$ cat config.mk
export PLATFORM = sky130hd
export DESIGN_NAME = multibyte_add_seq
export DESIGN_NICKNAME = d
export VERILOG_FILES = /design/src/rtl/multibyte_add_seq.sv
export SDC_FILE = /design/constraint.sdc
export NUM_CORES = 1
export LEC_CHECK = 0
export CAP_MARGIN = 10
export CORE_MARGIN = 2
export CORE_UTILIZATION = 30
export CTS_CLUSTER_SIZE = 25
export DETAILED_ROUTE_END_ITERATION = 8
export SKIP_CTS_REPAIR_TIMING = 1
export SLEW_MARGIN = 20
export SYNTH_ARGS = -nofsm -noshare
export SYNTH_HDL_FRONTEND = slang
export SYNTH_SLANG_ARGS = --single-unit
$ cat constraint.sdc
create_clock -name clk -period 2.9 [get_ports clk]
set_clock_uncertainty 0.2 [all_clocks]
set_input_delay 0.725 -clock clk [delete_from_list [all_inputs] [get_ports clk]]
set_output_delay 0.725 -clock clk [all_outputs]
set_load 0.02 [all_outputs]
$ cat src/rtl/multibyte_add_seq.sv
// Byte-serial adder: one 8-bit slice time-shared over NBYTES bytes, LSB byte first.
// Latency: start accepted at edge T -> done high in the cycle after edge T+NBYTES; busy for NBYTES+1 cycles.
// Backpressure: none; start is only sampled in IDLE and ignored while busy.
//
// Ports:
//   clk, rst_n        - clock, synchronous active-low reset
//   start             - request pulse, accepted only in IDLE
//   a, b, cin         - operands and carry-in, captured on the accepting edge
//   sub               - subtract request (only when SUB_EN is defined)
//   busy, done        - busy while not IDLE; done is a one-cycle result-valid pulse
//   result, cout      - {cout,result} = A + B + cin, held until the next accepted start
// Optional feature macro: SUB_EN (adds port sub; sub=1 computes A - B, cout=1 means no borrow).

module multibyte_add_seq #(
    parameter int NBYTES = 4
) (
    input  logic                  clk,
    input  logic                  rst_n,
    input  logic                  start,
    input  logic [8*NBYTES-1:0]   a,
    input  logic [8*NBYTES-1:0]   b,
    input  logic                  cin,
`ifdef SUB_EN
    input  logic                  sub,
`endif
    output logic                  busy,
    output logic                  done,
    output logic [8*NBYTES-1:0]   result,
    output logic                  cout
);

    localparam int W  = 8 * NBYTES;
    localparam int IW = (NBYTES > 1) ? $clog2(NBYTES) : 1;

    typedef enum logic [1:0] {
        S_IDLE = 2'd0,
        S_RUN  = 2'd1,
        S_DONE = 2'd2
    } state_t;

    state_t          r_state;
    state_t          w_state_nxt;
    logic [W-1:0]    r_a;
    logic [W-1:0]    r_b;
    logic [W-1:0]    r_res;
    logic            r_carry;
    logic            r_cout;
    logic [IW-1:0]   r_idx;
`ifdef SUB_EN
    logic            r_sub;
`endif

    logic [7:0]      w_a8;
    logic [7:0]      w_b8;
    logic [8:0]      w_sum9;
    logic            w_last;
    logic            w_busy;
    logic            w_done;

    // The single shared 8-bit slice; operand bytes selected by the running index.
    assign w_a8 = r_a[{r_idx, 3'b000} +: 8];
`ifdef SUB_EN
    // Subtraction as A + ~B + 1: invert the B byte ahead of the slice.
    assign w_b8 = r_sub ? ~r_b[{r_idx, 3'b000} +: 8] : r_b[{r_idx, 3'b000} +: 8];
`else
    assign w_b8 = r_b[{r_idx, 3'b000} +: 8];
`endif
    assign w_sum9 = {1'b0, w_a8} + {1'b0, w_b8} + {8'd0, r_carry};
    assign w_last = (r_idx == IW'(NBYTES - 1));

    always_ff @(posedge clk) begin
        if (!rst_n) begin
            r_state <= S_IDLE;
        end else begin
            r_state <= w_state_nxt;
        end
    end

    always_comb begin
        w_state_nxt = r_state;
        w_busy      = 1'b0;
        w_done      = 1'b0;
        case (r_state)
            S_IDLE: begin
                if (start) begin
                    w_state_nxt = S_RUN;
                end
            end
            S_RUN: begin
                w_busy = 1'b1;
                if (w_last) begin
                    w_state_nxt = S_DONE;
                end
            end
            S_DONE: begin
                w_busy      = 1'b1;
                w_done      = 1'b1;
                w_state_nxt = S_IDLE;
            end
            default: begin
                w_state_nxt = S_IDLE;
            end
        endcase
    end

    always_ff @(posedge clk) begin
        if (!rst_n) begin
            r_a     <= '0;
            r_b     <= '0;
            r_res   <= '0;
            r_carry <= 1'b0;
            r_cout  <= 1'b0;
            r_idx   <= '0;
`ifdef SUB_EN
            r_sub   <= 1'b0;
`endif
        end else begin
            case (r_state)
                S_IDLE: begin
                    if (start) begin
                        r_a   <= a;
                        r_b   <= b;
                        r_idx <= '0;
`ifdef SUB_EN
                        r_sub   <= sub;
                        r_carry <= sub ? 1'b1 : cin;
`else
                        r_carry <= cin;
`endif
                    end
                end
                S_RUN: begin
                    // Only the current byte is written; later bytes keep their old value.
                    r_res[{r_idx, 3'b000} +: 8] <= w_sum9[7:0];
                    r_carry                     <= w_sum9[8];
                    r_idx                       <= r_idx + 1'b1;
                    if (w_last) begin
                        r_cout <= w_sum9[8];
                    end
                end
                default: begin
                end
            endcase
        end
    end

    assign busy   = w_busy;
    assign done   = w_done;
    assign result = r_res;
    assign cout   = r_cout;

endmodule
==> flow_metrics.tcl <==
set metrics [dict create \
    yosysTopAreaCellShare_pct 45.57 \
    internal_power_uw 2431 \
    io_pins 103 \
    cts-root-buf "clkbuf_16" \
    worst_slack_ns 0.09889 \
    die_y_microns 126.2 \
    worstSetupStartpointType "flip-flop" \
    clock_latency_ns 0.34 \
    yosys_warnings 0 \
    p_clk_share_pct 37.7 \
    async_flop_share_pct 0 \
    period_share_pct 96.59 \
    p_per_area_nw_per_um2 542.2 \
    ff2ff_setup_slack_ns 0.1 \
    yosysTopAreaCell "dfxtp_1" \
    path_max_fanout 5 \
    slew_viol_final 0 \
    hp-class "reg2reg" \
    place_ws_ns 0.01066 \
    synth-main-ff-cell "dfxtp_1" \
    fin_crit_ns 2.801 \
    power.switching_uw 867.1 \
    cp-end-kind "flip-flop" \
    synth-seq-area-share_pct 45.57 \
    p_comb_share_pct 16.4 \
    synthTopCellsByCount "nand2_1 (154), dfxtp_1 (102), a21oi_1 (76)" \
    syn_area_sq_um 4481 \
    syn2layout_area_growth_pct 35.77 \
    ys_types 47 \
    drv_cap 0 \
    slew_headroom_pct 54.57 \
    die_w_microns 126.2 \
    hold_depth 2 \
    grt_pass1_vias 3841 \
    arrival_ns 2.83 \
    vias 3872 \
    vias_per_cell 4.920 \
    critical_path_class "reg2reg" \
    stdcell_area_sq_um 6083 \
    grt_max_degree 71 \
    rsz0062_at_grt "yes" \
    clock.fmax_ghz 0.3570 \
    dieArea_sq_um 15930 \
    place_area_sq_um 5758 \
    synth.most_common_cell "nand2_1" \
    drcViolationCount 0 \
    r2r_start "r_idx[0]$_SDFFE_PN0P_" \
    cts_buffers 9 \
    setup_viol 0 \
    synth-seq-cells 102 \
    syn-instance-count 498 \
    start_util_pct 30.71 \
    grt_pass1_wl_mm 18.95 \
    antenna_cells 0 \
    path_clk_slew_ns 0.07 \
    antenna_found_initial 0 \
    nets 684 \
    seqPwrFrac_pct 45.9 \
    h-tree-depth 3 \
    dpl.hpwl_mm 9.016 \
    num-fill-cells 1441 \
    r2r-end "result[30]$_SDFFE_PN0P_" \
    dr.pass1.iters 4 \
    synth_area_per_cell_sq_um 8.997 \
    rr_worst_depth 7 \
    finalSetupTns_ns 0 \
    power_uw 3298 \
    p_leak_uw 0.002267 \
    cts.sinks 102 \
    io_buffers 102 \
    peakVddDrop_mv 0.3148 \
    core.rowCount 44 \
    syn_nets 584 \
    min-delay-start "r_a[10]$_SDFFE_PN0P_" \
    cts_tree "done" \
    hold_path_end "r_a[10]$_SDFFE_PN0P_" \
    ant_nets 0 \
    synth-edff-count 0 \
    status "completed" \
    worst_pin_slew_ns 0.6752 \
    coreArea_sq_um 14590 \
    layout-drive-gt1-share_pct 10.95 \
    hold_ws_ns 0.2571 \
    cts_buffer_depth 2 \
    grt_overflow 0 \
    synth_area_leaders "dfxtp_1 (46%), nand2_1 (13%), a21oi_1 (8.5%)" \
    power.share.switching_pct 26.29 \
    wirelength_mm 11.88 \
    worstPathRequired_ns 2.93 \
    drt_iter0_markers 264 \
    gp_congestion 0.8169 \
    grt_use_total_pct 14.76 \
    wire_per_inst_microns 15.10 \
    hold_violations 0 \
]
## critical path, stage by stage, from the launching register on
cell and delay [ns]:
dfxtp_2 0.39, buf_4 0.18, mux4_2 0.52, ha_1 0.33, a21o_1 0.24, a221oi_1 0.34
o211ai_2 0.21, a22o_1 0.28
## placed cells by master, fill, tap and decap left out, types with 2 or more instances in the layout
| master | Yosys | routed |
|---|---|---|
| nand2_1 | 154 | 153 |
| clkdlybuf4s50_1 | 0 | 102 |
| dfxtp_1 | 102 | 101 |
| a21oi_1 | 76 | 76 |
| mux4_2 | 16 | 16 |
| ha_1 | 16 | 15 |
| nor2_1 | 13 | 13 |
| a22oi_1 | 12 | 12 |
| buf_4 | 1 | 11 |
| inv_1 | 11 | 10 |
| clkbuf_16 | 0 | 9 |
| o31ai_1 | 9 | 8 |
| a22o_1 | 7 | 7 |
| o21ai_0 | 6 | 6 |
| a32o_1 | 4 | 4 |
| nand2_2 | 2 | 3 |
| nor2b_1 | 3 | 3 |
| buf_12 | 0 | 3 |
| nor4_1 | 2 | 2 |
| o211a_1 | 2 | 2 |
| a21o_1 | 2 | 2 |
| a211oi_1 | 2 | 2 |
| nor3_4 | 2 | 2 |
| o21a_1 | 2 | 2 |
| xnor2_1 | 2 | 2 |
| a22o_2 | 2 | 2 |
| and2_1 | 3 | 2 |
| fa_1 | 2 | 2 |
## per-stage QoR
| stage | util [%] | cells |
|---|---|---|
| 3_5_place_dp | 39.47 | 771 |
| 5_1_grt | 41.70 | 787 |
| 6_report | 41.70 | 787 |
| 3_3_place_gp | 39.47 | 771 |
| 2_1_floorplan | - | 498 |
| 4_1_cts | 41.59 | 787 |
## flip-flops by register name (all words and copies together), names as in the netlist
name	cells
r_carry	1
r_b	32
r_idx	2
r_a	32
cout	1
result	32
r_state	2
## how the worst max path moves through the flow
stage | start | end | slack, ns | depth (start not counted)
after floorplan | r_idx[0]$_SDFFE_PN0P_ | cout$_SDFFE_PN0P_ | 0.02 | 9
after global placement | r_idx[0]$_SDFFE_PN0P_ | result[6]$_SDFFE_PN0P_ | 0.12 | 7
after detailed placement | r_idx[0]$_SDFFE_PN0P_ | result[5]$_SDFFE_PN0P_ | 0.01 | 7
after CTS | r_idx[0]$_SDFFE_PN0P_ | result[5]$_SDFFE_PN0P_ | 0.003 | 7
after global routing | r_idx[0]$_SDFFE_PN0P_ | result[6]$_SDFFE_PN0P_ | -0.005 | 8
final | r_idx[0]$_SDFFE_PN0P_ | result[30]$_SDFFE_PN0P_ | 0.1 | 7
## cells by family (layout without fill, tap and decap cells)
family,after synthesis,after routing,share of synthesized area [%]
adder cells (fa/ha/maj),18,18,5.362
buffers and inverters,39,144,3.770
XOR/XNOR,3,3,0.5865
AO/OA/AOI/OAI,131,131,18.18
AND/OR/NAND/NOR,188,188,18.26
multiplexers,17,17,8.266
flip-flops,102,102,45.57
## power by group through the flow
stage | clock [uW] | sequential [uW] | combinational (uW)
2_1_floorplan | 0 | 1540 | 317
3_3_place_gp | 0 | 1540 | 528
3_5_place_dp | 0 | 1550 | 541
4_1_cts | 1270 | 1510 | 545
5_1_grt | 1320 | 1520 | 594
6_report | 1240 | 1510 | 542
## cell type report
cell class	instances	area (sq um)	area share, %
clock buffers	11	242.7	3.990
clock inverters	5	66.31	1.090
inverters	11	41.29	0.6787
multi-input cells	357	2285	37.56
flip-flops and latches	102	2043	33.59
well taps	184	230.2	3.784
repair buffers	117	1175	19.31
## metal layers
layer	global-route usage [%]	wire, microns	up-vias
met1	19.05	5316	1811
met5	0	0	-
met4	4.266	179	0
met2	24.98	5790	113
met3	3.101	593	14
li1	-	-	1934
(Power assumes the default switching activity.)
